### src/rtl/cpu_pkg.sv
// Shared CPU-wide definitions: default bus widths, the memory arbiter state
// encoding and a small request-qualification helper.
package cpu_pkg;

    localparam int ADDR_WIDTH_DEF = 12;
    localparam int DATA_WIDTH_DEF = 16;
    localparam int TIMEOUT_DEF    = 15;

    typedef enum logic [1:0] {
        IDLE       = 2'd0,
        DATA_BUSY  = 2'd1,
        FETCH_BUSY = 2'd2
    } arb_state_e;

    // A port only competes for the memory while its previous completion is not being presented.
    function automatic logic port_pending(input logic req, input logic ready);
        return req & ~ready;
    endfunction

endpackage

### src/rtl/arb_timeout_cnt.sv
// Busy-cycle counter for the memory arbiter; expired marks the last cycle in
// which a missing mem_ack is still tolerated.
module arb_timeout_cnt
    import cpu_pkg::*;
#(
    parameter int TIMEOUT = TIMEOUT_DEF
) (
    input  logic clk,
    input  logic reset,
    input  logic clear,
    input  logic enable,
    output logic expired
);

    localparam int            CW   = (TIMEOUT < 2) ? 1 : $clog2(TIMEOUT);
    localparam logic [CW-1:0] LAST = CW'(TIMEOUT - 1);
    localparam logic [CW-1:0] ONE  = CW'(1);

    logic [CW-1:0] cnt_r;

    // Count busy cycles; holds at the last value because the arbiter leaves the busy state there.
    always_ff @(posedge clk or posedge reset) begin
        if (reset) begin
            cnt_r <= '0;
        end else if (clear) begin
            cnt_r <= '0;
        end else if (enable && (cnt_r != LAST)) begin
            cnt_r <= cnt_r + ONE;
        end else begin
            cnt_r <= cnt_r;
        end
    end

    assign expired = (cnt_r == LAST);

endmodule

### src/rtl/mem_arbiter.sv
// Arbiter sharing one single-ported memory between instruction fetch and the
// MEM-stage data port; data wins ties, each access is bounded by a timeout.
module mem_arbiter
    import cpu_pkg::*;
#(
    parameter int ADDR_WIDTH = ADDR_WIDTH_DEF,
    parameter int DATA_WIDTH = DATA_WIDTH_DEF,
    parameter int TIMEOUT    = TIMEOUT_DEF
) (
    input  logic                  clk,
    input  logic                  reset,
    input  logic                  if_req,
    input  logic [ADDR_WIDTH-1:0] if_addr,
    output logic [DATA_WIDTH-1:0] if_rdata,
    output logic                  if_ready,
    input  logic                  dm_read,
    input  logic                  dm_write,
    input  logic [ADDR_WIDTH-1:0] dm_addr,
    input  logic [DATA_WIDTH-1:0] dm_wdata,
    output logic [DATA_WIDTH-1:0] dm_rdata,
    output logic                  dm_ready,
    output logic                  mem_req,
    output logic                  mem_we,
    output logic [ADDR_WIDTH-1:0] mem_addr,
    output logic [DATA_WIDTH-1:0] mem_wdata,
    input  logic [DATA_WIDTH-1:0] mem_rdata,
    input  logic                  mem_ack,
    output logic                  stall_if,
    output logic                  stall_mem,
    output logic                  bus_err,
    output logic                  rw_conflict
);

    arb_state_e            state_r, state_nxt_s;
    logic                  mem_req_r, mem_req_nxt_s;
    logic                  mem_we_r, mem_we_nxt_s;
    logic [ADDR_WIDTH-1:0] mem_addr_r, mem_addr_nxt_s;
    logic [DATA_WIDTH-1:0] mem_wdata_r, mem_wdata_nxt_s;
    logic [DATA_WIDTH-1:0] if_rdata_r, if_rdata_nxt_s;
    logic [DATA_WIDTH-1:0] dm_rdata_r, dm_rdata_nxt_s;
    logic                  if_ready_r, if_ready_nxt_s;
    logic                  dm_ready_r, dm_ready_nxt_s;
    logic                  bus_err_r, bus_err_nxt_s;
    logic                  rw_conflict_r, rw_conflict_nxt_s;

    logic data_pend_s;
    logic fetch_pend_s;
    logic cnt_clear_s;
    logic cnt_enable_s;
    logic expired_s;

    assign data_pend_s  = port_pending(dm_read | dm_write, dm_ready_r);
    assign fetch_pend_s = port_pending(if_req, if_ready_r);
    assign cnt_clear_s  = (state_r == IDLE);
    assign cnt_enable_s = (state_r != IDLE) & ~mem_ack;

    arb_timeout_cnt #(
        .TIMEOUT (TIMEOUT)
    ) u_timeout_cnt (
        .clk     (clk),
        .reset   (reset),
        .clear   (cnt_clear_s),
        .enable  (cnt_enable_s),
        .expired (expired_s)
    );

    // Next-state and next registered-output logic for the arbitration FSM.
    always_comb begin
        state_nxt_s       = state_r;
        mem_req_nxt_s     = mem_req_r;
        mem_we_nxt_s      = mem_we_r;
        mem_addr_nxt_s    = mem_addr_r;
        mem_wdata_nxt_s   = mem_wdata_r;
        if_rdata_nxt_s    = if_rdata_r;
        dm_rdata_nxt_s    = dm_rdata_r;
        if_ready_nxt_s    = 1'b0;
        dm_ready_nxt_s    = 1'b0;
        bus_err_nxt_s     = 1'b0;
        rw_conflict_nxt_s = rw_conflict_r | (dm_read & dm_write);
        case (state_r)
            IDLE: begin
                if (data_pend_s) begin
                    // A simultaneous load and store is treated as a store.
                    state_nxt_s     = DATA_BUSY;
                    mem_req_nxt_s   = 1'b1;
                    mem_we_nxt_s    = dm_write;
                    mem_addr_nxt_s  = dm_addr;
                    mem_wdata_nxt_s = dm_write ? dm_wdata : '0;
                end else if (fetch_pend_s) begin
                    state_nxt_s     = FETCH_BUSY;
                    mem_req_nxt_s   = 1'b1;
                    mem_we_nxt_s    = 1'b0;
                    mem_addr_nxt_s  = if_addr;
                    mem_wdata_nxt_s = '0;
                end else begin
                    state_nxt_s = IDLE;
                end
            end
            DATA_BUSY: begin
                if (mem_ack) begin
                    state_nxt_s    = IDLE;
                    mem_req_nxt_s  = 1'b0;
                    mem_we_nxt_s   = 1'b0;
                    dm_ready_nxt_s = 1'b1;
                    if (mem_we_r) begin
                        dm_rdata_nxt_s = dm_rdata_r;
                    end else begin
                        dm_rdata_nxt_s = mem_rdata;
                    end
                end else if (expired_s) begin
                    state_nxt_s    = IDLE;
                    mem_req_nxt_s  = 1'b0;
                    mem_we_nxt_s   = 1'b0;
                    dm_ready_nxt_s = 1'b1;
                    bus_err_nxt_s  = 1'b1;
                    if (mem_we_r) begin
                        dm_rdata_nxt_s = dm_rdata_r;
                    end else begin
                        dm_rdata_nxt_s = '0;
                    end
                end else begin
                    state_nxt_s = DATA_BUSY;
                end
            end
            FETCH_BUSY: begin
                if (mem_ack) begin
                    state_nxt_s    = IDLE;
                    mem_req_nxt_s  = 1'b0;
                    mem_we_nxt_s   = 1'b0;
                    if_ready_nxt_s = 1'b1;
                    if_rdata_nxt_s = mem_rdata;
                end else if (expired_s) begin
                    state_nxt_s    = IDLE;
                    mem_req_nxt_s  = 1'b0;
                    mem_we_nxt_s   = 1'b0;
                    if_ready_nxt_s = 1'b1;
                    bus_err_nxt_s  = 1'b1;
                    if_rdata_nxt_s = '0;
                end else begin
                    state_nxt_s = FETCH_BUSY;
                end
            end
            default: begin
                state_nxt_s   = IDLE;
                mem_req_nxt_s = 1'b0;
                mem_we_nxt_s  = 1'b0;
            end
        endcase
    end

    // State and output registers; reset abandons any access in flight.
    always_ff @(posedge clk or posedge reset) begin
        if (reset) begin
            state_r       <= IDLE;
            mem_req_r     <= 1'b0;
            mem_we_r      <= 1'b0;
            mem_addr_r    <= '0;
            mem_wdata_r   <= '0;
            if_rdata_r    <= '0;
            dm_rdata_r    <= '0;
            if_ready_r    <= 1'b0;
            dm_ready_r    <= 1'b0;
            bus_err_r     <= 1'b0;
            rw_conflict_r <= 1'b0;
        end else begin
            state_r       <= state_nxt_s;
            mem_req_r     <= mem_req_nxt_s;
            mem_we_r      <= mem_we_nxt_s;
            mem_addr_r    <= mem_addr_nxt_s;
            mem_wdata_r   <= mem_wdata_nxt_s;
            if_rdata_r    <= if_rdata_nxt_s;
            dm_rdata_r    <= dm_rdata_nxt_s;
            if_ready_r    <= if_ready_nxt_s;
            dm_ready_r    <= dm_ready_nxt_s;
            bus_err_r     <= bus_err_nxt_s;
            rw_conflict_r <= rw_conflict_nxt_s;
        end
    end

    assign mem_req     = mem_req_r;
    assign mem_we      = mem_we_r;
    assign mem_addr    = mem_addr_r;
    assign mem_wdata   = mem_wdata_r;
    assign if_rdata    = if_rdata_r;
    assign dm_rdata    = dm_rdata_r;
    assign if_ready    = if_ready_r;
    assign dm_ready    = dm_ready_r;
    assign bus_err     = bus_err_r;
    assign rw_conflict = rw_conflict_r;
    assign stall_if    = fetch_pend_s;
    assign stall_mem   = data_pend_s;

endmodule

### config.mk
export PLATFORM = sky130hd
export DESIGN_NAME = mem_arbiter
export DESIGN_NICKNAME = d
export VERILOG_FILES = /design/src/rtl/cpu_pkg.sv /design/src/rtl/arb_timeout_cnt.sv /design/src/rtl/mem_arbiter.sv
export SDC_FILE = /design/constraint.sdc
export NUM_CORES = 1
export LEC_CHECK = 0
export ABC_AREA = 0
export BUFFER_PORTS_ARGS = -buffer_cell sky130_fd_sc_hd__buf_2
export CAP_MARGIN = 20
export CORE_ASPECT_RATIO = 0.6
export CORE_MARGIN = 8
export CORE_UTILIZATION = 48
export DETAILED_ROUTE_END_ITERATION = 16
export GPL_TIMING_DRIVEN = 0
export PLACE_DENSITY = 0.79
export SETUP_SLACK_MARGIN = 0.1
export SYNTH_ARGS = -nofsm -noshare
export SYNTH_HDL_FRONTEND = slang
export SYNTH_SLANG_ARGS = --single-unit
### constraint.sdc
create_clock -name clk -period 2.35 [get_ports clk]
set_input_delay 0.235 -clock clk [delete_from_list [all_inputs] [get_ports clk]]
set_output_delay 0.235 -clock clk [all_outputs]
set_load 0.005 [all_outputs]
==> After elaboration in Yosys (flattened, before gate mapping) <==
Index checks and enable logic that the tools add are counted.
{ "word_totals": {"register_bits": 72, "output_inout_bits": 68, "elab_cells": 74} }
{ "op_classes": {"addsub": 1, "eq_ne": 6, "muxes": 34, "bitwise": 10, "reduce_logical": 11} }
{ "op_table": {"columns": ["cell", "n"], "rows": [
  ["two-way mux 16 bit", 9],
  ["two-way mux 12 bit", 2],
  ["two-way mux 1 bit", 14],
  ["two-way mux 2 bit", 4],
  ["two-way mux 4 bit", 2],
  ["nonzero test 2 bit", 4],
  ["case mux 2 bit (3 select lines)", 1],
  ["AND reduction 2 bit", 3],
  ["adder 4 x 1 -> 4 bit (second input constant)", 1],
  ["bitwise AND 1 bit", 4],
  ["equality test 4 bit (second input constant)", 1],
  ["!= test 4 bit (second input constant)", 1],
  ["NOT 1 bit", 4],
  ["case mux 1 bit (2 select lines)", 2],
  ["!= test 3 x 1 -> 1 bit (second input constant)", 1],
  ["!= test 3 bit (second input constant)", 1],
  ["AND reduction 3 bit", 1],
  ["equality test 2 x 1 -> 1 bit (second input constant)", 1],
  ["equality test 2 bit (second input constant)", 1],
  ["zero test 2 bit", 1],
  ["OR 1 bit", 2],
  ["OR reduction 2 bit", 1],
  ["logical AND 1 bit", 1]
]} }

==> Longest topological paths before layout <==
Gate-level depths: netlist of run 1.
{ "logic_depth": {"depth_word": 5, "mapped_depth": 7, "mapped_depth_nobuf": 5} }

==> By module <==
From an unflattened synthesis of run 1, not the netlist that was laid out.
{ "hier_totals": {"cells_unflattened": 273, "area_unflattened_um2": 3059.2} }
{ "by_module_without_submodules": {"columns": ["module", "n_inst", "cells_per_inst", "area_each_um2", "seq_area_each_um2"], "rows": [
  ["mem_arbiter", 1, 250, 2844.0, 1701.6],
  ["arb_timeout_cnt", 1, 23, 215.2, 100.1]
]} }

==> Worst setup path after synthesis of run 1 <==
OpenSTA, ideal clock, no wires.
{ "synth_timing": {"path_kind": "reg2reg", "startpoint": "reg state_r[0]", "endpoint": "reg mem_addr_r[0], in the netlist mem_addr[0]", "setup_time_ns": 0.125, "t_arrival_ns": 1.645, "path_slack_ns": 0.580, "path_stages_with_launch": 8, "path_buffers": 3, "period_less_slack_ns": 1.770, "path_cell_list": "dfrtp_1 inv_1 ha_1 buf_2 a21boi_0 buf_2 buf_2 mux2_2"} }
{ "synth_via": {"elab_chain_len": 2} }
{ "synth_rtl": {"columns": ["item", "line", "text"], "rows": [
  ["start, declared", "mem_arbiter.sv:34", "arb_state_e state_r, state_nxt_s;"],
  ["start signal, assigned", "mem_arbiter.sv:166", "state_r <= state_nxt_s;"],
  ["zero test 2 bit", null, null],
  ["net cnt_clear_s", "mem_arbiter.sv:48", "logic cnt_clear_s;"],
  ["AND reduction 2 bit (no source line)", null, null],
  ["end signal, assigned", "mem_arbiter.sv:169", "mem_addr_r <= mem_addr_nxt_s;"],
  ["end, declared", "mem_arbiter.sv:37", "logic [ADDR_WIDTH-1:0] mem_addr_r, mem_addr_nxt_s;"]
]} }
The timed path passes the listed nets, and every way through them passes these cells.
A chain may end at the register's enable or synchronous reset.

==> Final worst setup path of run 1 <==
{ "layout_timing": {"startpoint": "reg u_timeout_cnt.cnt_r[0]", "endpoint": "reg if_rdata_r[1], in the netlist if_rdata[1]"} }
{ "layout_via": {"elab_chain_len": 3} }
{ "layout_rtl": {"columns": ["item", "line", "text"], "rows": [
  ["start, declared", "arb_timeout_cnt.sv:19", "logic [CW-1:0] cnt_r;"],
  ["start signal, assigned", "arb_timeout_cnt.sv:28", "cnt_r <= cnt_r + ONE;"],
  ["start signal, assigned", "arb_timeout_cnt.sv:30", "cnt_r <= cnt_r;"],
  ["equality test 4 bit", "arb_timeout_cnt.sv:34", "assign expired = (cnt_r == LAST);"],
  ["nonzero test 2 bit (no source line)", null, null],
  ["AND reduction 2 bit (no source line)", null, null],
  ["end signal, assigned", "mem_arbiter.sv:171", "if_rdata_r <= if_rdata_nxt_s;"],
  ["end, declared", "mem_arbiter.sv:39", "logic [DATA_WIDTH-1:0] if_rdata_r, if_rdata_nxt_s;"]
]} }
Every way passes these cells.

==> results of run 1 <==
[stage by stage]
step / total power, mW / instance area [sq um] / setup TNS [ns] / util [%] / hold WS [ns]
finish: 5.26 / 4100 / 0 / 66.2 / 0.0741
global route: 5.63 / 4100 / 0 / 66.2 / 0.111
CTS: 5.32 / 4100 / 0 / 66.2 / 0.101
detailed placement: 4.08 / 3850 / 0 / 62.2 / 0.447
global placement: 4.01 / 3850 / -39.43 / 62.1 / 0.445
floorplan: 3.19 / 3100 / 0 / - / 0.356
[worst min-delay path by stage]
| stage | startpoint | to | slack (ns) | cells past startpoint |
|---|---|---|---|---|
| 2_1_floorplan | dm_read | rw_conflict | 0.36 | 1 |
| 3_3_place_gp | rw_conflict | rw_conflict | 0.45 | 1 |
| 3_5_place_dp | rw_conflict | rw_conflict | 0.45 | 1 |
| 4_1_cts | reset | dm_rdata[3] | 0.10 | 2 |
| 5_1_grt | mem_rdata[6] | if_rdata[6] | 0.11 | 2 |
| 6_report | reset | dm_rdata[5] | 0.07 | 2 |
[cells by family after synthesis]
family,after synthesis,share of synthesized area [%]
flip-flops,72,58.1
AO/OA/AOI/OAI,62,15.5
buffers and inverters,41,6.01
AND/OR/NAND/NOR,38,8.59
multiplexers,25,9.08
adder cells (fa/ha/maj),6,2.42
XOR/XNOR,1,0.282
[power breakdown]
group | internal, mW | switching, mW | total [mW] | leakage [nW]
registers | 1.77 | 0.311 | 2.08 | 0.903
clock network | 0.740 | 0.475 | 1.21 | 0.123
logic | 1.03 | 0.932 | 1.96 | 1.08
total | 3.54 | 1.72 | 5.26 | 2.10
[placed cells by master, fill, tap and decap left out, drive strengths merged, types with 2 or more instances in the layout]
cell type  synthesis  routed
buf               10     138
dfrtp             72      72
a22o              32      32
mux2              25      25
inv               24      25
o21ai             17      17
clkbuf             7      17
nand4b            16      16
nor2               7       7
ha                 6       6
a21oi              3       3
bufinv             0       3
nand2b             2       2
nand3              2       2
nor2b              2       2
nand4              2       2
[state kept, by name, indices dropped and copies added (netlist names)]
name / count
mem_wdata: 16
if_ready: 1
bus_err: 1
dm_rdata: 16
if_rdata: 16
mem_addr: 12
rw_conflict: 1
u_timeout_cnt.cnt_r: 4
dm_ready: 1
mem_req: 1
state_r: 2
mem_we: 1
[routing by layer]
metal / wire, microns / track usage (%) / up-vias
met4: 34 / 4.46 / 0
li1: - / - / 1161
met3: 713 / 7.71 / 4
met5: 0 / 0 / -
met1: 3670 / 22.2 / 1216
met2: 3680 / 26.8 / 91
[layout make-up]
type	count	area (sq um)	area share, %
plain buffers	17	96.3	2.35
clock buffers	10	138	3.35
clock inverters	6	115	2.81
inverters	24	92.6	2.26
multi-input cells	132	1110	27.1
flip-flops and latches	72	1800	43.9
well taps	84	105	2.56
repair buffers	128	641	15.6
[worst max-delay path: stages, from the launching register on]
cell and delay, ns:
dfrtp_1 0.41, inv_1 0.06, ha_1 0.24, and3_1 0.22, o21ai_1 0.53, buf_2 0.37, a22o_1 0.19
==> flow_summary.ini, run 1 <==
[clock_tree]
post_cts_resized = 0
cts_max_level = 3
clk_latency_ns = 0.34
post_cts_buffers = 0
clk_pin_slew_worst_paths_ns = 0.08
hold_buffers = 0
root_buffer = clkbuf_8
ctsLongestPathBuffers = 2
cts_sinks = 72
numCtsBuffers = 9
cts_tree = built

[final_layout]
drive_gt1_share_pct = 47.0
final_cells = 473
fill_cells = 528
area_growth_pct = 32.3
antenna-diode-count = 0
final_nets = 452

[synth]
ys_top_cells_by_area = dfrtp_1 (58%), mux2_2 (9.1%), a22o_1 (9.0%)
ys_seq_area_share_pct = 58.1
yosysMostFrequentCell = dfrtp_1
ys_warn_count = 0
synth_edf_count = 0
synth_common_cells = dfrtp_1 (72), a22o_1 (32), mux2_2 (25)
syn_avg_cell_area_sq_um = 12.7
yosysTopAreaCellShare_pct = 58.1
yosysTopAreaCell = dfrtp_1
syn_inst = 245
synthArstFlopShare_pct = 100
synth_seq_cells = 72
syn-cell-area_sq_um = 3100
synth_nets = 313
synth_flop_cell = dfrtp_1
ys_types = 38

[timing]
worstMarginPinSlew_ns = 0.874
slew_headroom_pct = 41.7
hold_violations = 0
fin_skew_ns = 0.0129
fin_ws_ns = 0.279
fin_crit_ns = 2.07
timing.fmax_mhz = 483
finalCritPeriodShare_pct = 88.1
finalMaxSlewViolations = 0
setup_viol = 0
rsz0062_at_grt = no

[placement]
preCtsSetupSlack_ns = 0.312
place_hpwl_mm = 6.06
place.port_buffers = 128
placed_cells_incl_taps = 457
globalplace.congestion = 0.771

[route]
remaining_drc_errors = 0
drtIter0Drc = 135
avgViaCountPerCell = 5.23
drtAntennaViolNets = 0
vias = 2472
wl_mm = 8.10
wl_per_cell_microns = 17.1
firstDrtPassIters = 4

[die]
core-area_sq_um = 6190
ioPinCount = 130
die_x_microns = 120
die_height_microns = 78.3
rows = 22
dieArea_sq_um = 9370
initial_utilization_pct = 50.1

[worst_setup_path]
rr_worst_depth = 6
regToRegSetupSlack_ns = 0.28
crit_end = if_rdata[1]
critPathArrivalTime_ns = 2.35
worstSetupStartpoint = u_timeout_cnt.cnt_r[0]
path_class = flip-flop to flip-flop
reg2reg_to = if_rdata[1]
cp-start-kind = flip-flop
endpoint_kind = flip-flop
critPathMaxFanout = 10
cp_data_required_time_ns = 2.63
r2r_start = u_timeout_cnt.cnt_r[0]

[global_routing]
grt_start_max_net_pins = 73
antenna_found_initial = 0
grt_pass1_vias = 2647
gr-total-overflow = 0
track_usage_pct = 17.5
grt_pass1_wl_mm = 13.3

[min_path]
hp-class = input pin to async pin

[power_and_ir_drop]
p_leak_nw = 2.10
ir_worst_vdd_uv = 550
p_per_area_nw_per_um2 = 1280

[job]
drv_cap = 0

[status]
outcome = finished clean
Note: power is estimated with default switching activity, not from simulation.
==> run 2: changes to the inputs <==
CORE_UTILIZATION = 49   (was 48)
CTS_BUF_LIST = sky130_fd_sc_hd__clkbuf_8   (was unset)
PLACE_DENSITY = 0.81   (was 0.79)
==> run 2 against run 1 <==
Net effect:
- final area down 1.3%
- sequential power hardly changed
- critical path depth stayed put
- flip-flop and latch count stayed put
- highest routed layer unchanged
==> flow_summary.ini, run 2 (synthesis gave the netlist of run 1 again) <==
[status]
outcome = finished clean

[timing]
slew_headroom_pct = 43.1
holdWs_ns = 0.0610
worstMarginPinSlew_ns = 0.854
setup_viol = 0
fin_setup_tns_ns = 0
hold_violations = 0
rsz0062_at_grt = no
fin_crit_ns = 2.04
timing.fmax_mhz = 491
fin_skew_ns = 0.0101
finalMaxSlewViolations = 0
fin_ws_ns = 0.315
finalCritPeriodShare_pct = 86.6

[power_and_ir_drop]
p_per_area_nw_per_um2 = 1240
p_leak_nw = 2.08
ir_worst_vdd_uv = 581
power_mw = 5.01

[placement]
preCtsSetupSlack_ns = 0.289
globalplace.congestion = 0.764
placed_cells_incl_taps = 457
place.port_buffers = 128
place_hpwl_mm = 6.00
placedInstanceArea_sq_um = 3850

[die]
rows = 22
ioPinCount = 130
die_x_microns = 119
dieArea_sq_um = 9220
initial_utilization_pct = 50.8
die_height_microns = 77.6
core-area_sq_um = 6110

[final_layout]
postLayoutCellArea_sq_um = 4050
final_nets = 452
final_cells = 473
area_growth_pct = 30.5
final_core_util_pct = 66.2
mostFrequentLayoutCells = buf_2 (133), dfrtp_1 (72), a22o_1 (32)
antenna-diode-count = 0
final_common_cell = buf_2
drive_gt1_share_pct = 46.8

[worst_setup_path]
critPathMaxFanout = 10
endpoint_kind = flip-flop
regToRegSetupSlack_ns = 0.31
cp-start-kind = flip-flop
cp_data_required_time_ns = 2.63
critPathArrivalTime_ns = 2.31
path_class = flip-flop to flip-flop

[global_routing]
antenna_found_initial = 0
track_usage_pct = 17.9
grt_pass1_vias = 2659
grt_pass1_wl_mm = 13.6
grt_start_max_net_pins = 73
gr-total-overflow = 0

[clock_tree]
root_buffer = clkbuf_8
post_cts_resized = 0
numCtsBuffers = 9
clk_pin_slew_worst_paths_ns = 0.08
hold_buffers = 0
cts_max_level = 3
post_cts_buffers = 0
cts_tree = built
ctsLongestPathBuffers = 2
clk_latency_ns = 0.34
cts_sinks = 72

[route]
vias = 2493
remaining_drc_errors = 0
drtAntennaViolNets = 0
avgViaCountPerCell = 5.27
firstDrtPassIters = 4
wl_per_cell_microns = 16.9
drtIter0Drc = 139
wl_mm = 7.99

[min_path]
hp-class = input pin to async pin

[job]
drv_cap = 0
==> run 2: worst paths after layout <==
| check | from | endpoint | depth (start not counted) |
|---|---|---|---|
| worst max register to register | u_timeout_cnt.cnt_r[0] | if_rdata[1] | 6 |
| max in group asynchronous | reset | mem_wdata[12] | 2 |
| worst min register to register | rw_conflict | rw_conflict | 1 |
| worst min-delay path | reset | mem_addr[10] | 2 |
| worst max-delay path | u_timeout_cnt.cnt_r[0] | if_rdata[1] | 6 |
| min in group clk | mem_rdata[15] | if_rdata[15] | 2 |
==> run 2: final cells by class <==
cell class / count / area [sq um]
fillers: 489 / 2060
flip-flops and latches: 72 / 1800
multi-input cells: 132 / 1110
repair buffers: 128 / 641
clock buffers: 10 / 138
well taps: 84 / 105
plain buffers: 17 / 96.3
inverters: 24 / 92.6
clock inverters: 6 / 60.1
==> run 2: per-layer routing <==
layer	vias to the layer above	wire length, microns	track usage (%)
li1	1161	-	-
met1	1251	3560	22.6
met2	75	3850	28.0
met3	6	496	6.43
met4	0	82	6.15
met5	-	0	0
==> run 2: power breakdown <==
group / internal [mW] / leakage [nW] / switching, mW
Clock: 0.514 / 0.103 / 0.459
Sequential: 1.77 / 0.903 / 0.311
Combinational: 1.03 / 1.08 / 0.927
==> run 2: worst max-delay path, stage by stage, from the launching register on <==
cell and delay (ns):
dfrtp_1 0.42, inv_1 0.07, ha_1 0.26, and3_1 0.22, o21ai_1 0.49, buf_2 0.34
a22o_1 0.18
==> run 3: changes to the inputs <==
PLACE_DENSITY = 0.82   (was 0.81)
SKIP_LAST_GASP = 1   (was unset)
SYNTH_HIERARCHICAL = 1   (was unset)
==> run 3 against run 2 <==
Net effect:
- critical endpoint is now u_timeout_cnt/cnt_r[3]
- via count is 7.3% higher
- routed wire length is 4.8% higher
- global-route usage is 0.62 points higher
- non-clock buffer count is 4 higher
- die area is 1.1% lower
- largest power group unchanged
- hold slack better by 0.050 ns
- combinational power is 3% higher
- final area is 1.0% higher
- flip-flop and latch count stayed put
- maximum frequency is 2.0% lower
- sequential share of layout area is 0.45 points lower
- clock skew hardly changed
==> flow_summary.ini, run 3 <==
[status]
outcome = finished clean

[clock_tree]
numCtsBuffers = 9
cts_sinks = 72
clk_pin_slew_worst_paths_ns = 0.08
root_buffer = clkbuf_8
post_cts_buffers = 0
cts_max_level = 3
cts_tree = built
clk_latency_ns = 0.35
ctsLongestPathBuffers = 2

[power_and_ir_drop]
p_leak_nw = 2.13
ir_worst_vdd_uv = 714
p_per_area_nw_per_um2 = 1290
power_mw = 5.28

[worst_setup_path]
critical-path-max-stage-delay_ns = 0.40
path_class = flip-flop to flip-flop
critPathArrivalTime_ns = 2.35
endpoint_kind = flip-flop
cp_data_required_time_ns = 2.62
cp_top_family = simple AND/OR/NAND/NOR gates
critPathMaxFanout = 10
worstPathCellList = inv_1 -> ha_1 -> buf_2 -> clkbuf_1 -> nor2_2 -> nand4_1 -> or2_0 -> a21oi_1
crit_buf_inv = 3
cp-start-kind = flip-flop
cpMaxStageDelayCell = dfrtp_1

[final_layout]
final_common_cell = buf_2
final_cells = 503
area_growth_pct = 33.7
drive_gt1_share_pct = 39.6
antenna-diode-count = 0
mostFrequentLayoutCells = buf_2 (140), dfrtp_1 (72), a22o_1 (32)
final_core_util_pct = 67.2
fill_cells = 483
final_nets = 482

[synth]
synth_edf_count = 0
synthArstFlopShare_pct = 100
ys_types = 34
syn_inst = 273
synth_seq_cells = 72
yosysMostFrequentCell = dfrtp_1
ys_top_cells_by_area = dfrtp_1 (59%), a22o_1 (9.2%), o21ai_0 (3.9%)
syn_avg_cell_area_sq_um = 11.2
synth_flop_cell = dfrtp_1
yosysTopAreaCell = dfrtp_1
ys_warn_count = 6
syn-cell-area_sq_um = 3060
yosysTopAreaCellShare_pct = 58.9
synth_common_cells = dfrtp_1 (72), a22o_1 (32), o21ai_0 (24)
synth_nets = 341
ys_seq_area_share_pct = 58.9

[timing]
fin_skew_ns = 0.0106
slew_headroom_pct = 46.0
setup_viol = 0
timing.fmax_mhz = 481
hold_violations = 0
worstMarginPinSlew_ns = 0.810
finalCritPeriodShare_pct = 88.4
rsz0062_at_grt = no
fin_ws_ns = 0.272
fin_crit_ns = 2.08
finalMaxSlewViolations = 0
holdWs_ns = 0.111

[die]
die_height_microns = 77.2
die_x_microns = 118
core-area_sq_um = 6080
dieArea_sq_um = 9110
ioPinCount = 130
rows = 22
initial_utilization_pct = 50.3

[placement]
placed_cells_incl_taps = 486
place.port_buffers = 129
globalplace.congestion = 0.792
preCtsSetupSlack_ns = 0.195
place_hpwl_mm = 6.35

[min_path]
hp-class = input pin to flip-flop

[route]
remaining_drc_errors = 0
vias = 2675
wl_mm = 8.37
drtIter0Drc = 120
drtAntennaViolNets = 0
avgViaCountPerCell = 5.32
firstDrtPassIters = 4
wl_per_cell_microns = 16.6

[global_routing]
grt_start_max_net_pins = 69
gr-total-overflow = 0
grt_pass1_wl_mm = 13.8
antenna_found_initial = 0
track_usage_pct = 18.5
grt_pass1_vias = 2785

[job]
drv_cap = 0
-- run 3: through the flow --
step | setup TNS [ns] | area (sq um)
floorplan | 0 | 3060
global placement | -28.28 | 3810
detailed placement | 0 | 3810
CTS | 0 | 4080
global route | 0 | 4090
finish | 0 | 4090
-- run 3: report_power, final --
part / internal (mW) / switching (mW)
logic: 0.970 / 1.04
clock network: 0.740 / 0.476
registers: 1.77 / 0.292
-- run 3: kinds of logic (layout without fill, tap and decap cells) --
family                     Yosys count  count (layout)  share of synthesized area, %
and+or+nand+nor                     60              60                          10.7
buffers and inverters               41             187                          5.97
DFF                                 72              72                          58.9
adders and majority gates            6               6                          2.45
AOI/OAI and AO/OA                   93              93                          21.7
muxes                                1               1                         0.327
-- run 3: layout make-up --
class	instances	area [sq um]	share of cell area (%)
flip-flops and latches	72	1800	44.1
multi-input cells	160	1090	26.6
repair buffers	130	656	16.0
clock buffers	10	138	3.37
clock inverters	6	115	2.82
well taps	84	105	2.57
plain buffers	19	100	2.45
inverters	22	85.1	2.08
-- run 3: what timing repair did --
| action | CTS | global route |
|---|---|---|
| hold endpoints to repair | 4 | 0 |
| endpoints found under the setup margin | 0 | 21 |
| gates resized for setup | 0 | 3 |
| hold buffers | 1 | 0 |
-- run 3: worst paths after layout --
kind / startpoint / cells past startpoint / slack (ns) / end
setup / recovery: state_r[0] / 8 / 0.27 / u_timeout_cnt/cnt_r[3]
hold / removal: dm_wdata[0] / 2 / 0.11 / mem_wdata[0]
setup reg to reg: state_r[0] / 8 / 0.27 / u_timeout_cnt/cnt_r[3]
hold reg to reg: rw_conflict / 1 / 0.46 / rw_conflict
max in group asynchronous: reset / 3 / 1.21 / mem_wdata[2]
min in group asynchronous: reset / 3 / 0.34 / u_timeout_cnt/cnt_r[3]
-- run 3: routing by layer --
metal | wire [microns] | vias to the layer above | global-route usage, %
met1 | 3800 | 1303 | 23.0
met3 | 632 | 10 | 7.89
met4 | 111 | 0 | 4.07
li1 | - | 1254 | -
met2 | 3830 | 108 | 29.3
met5 | 0 | - | 0
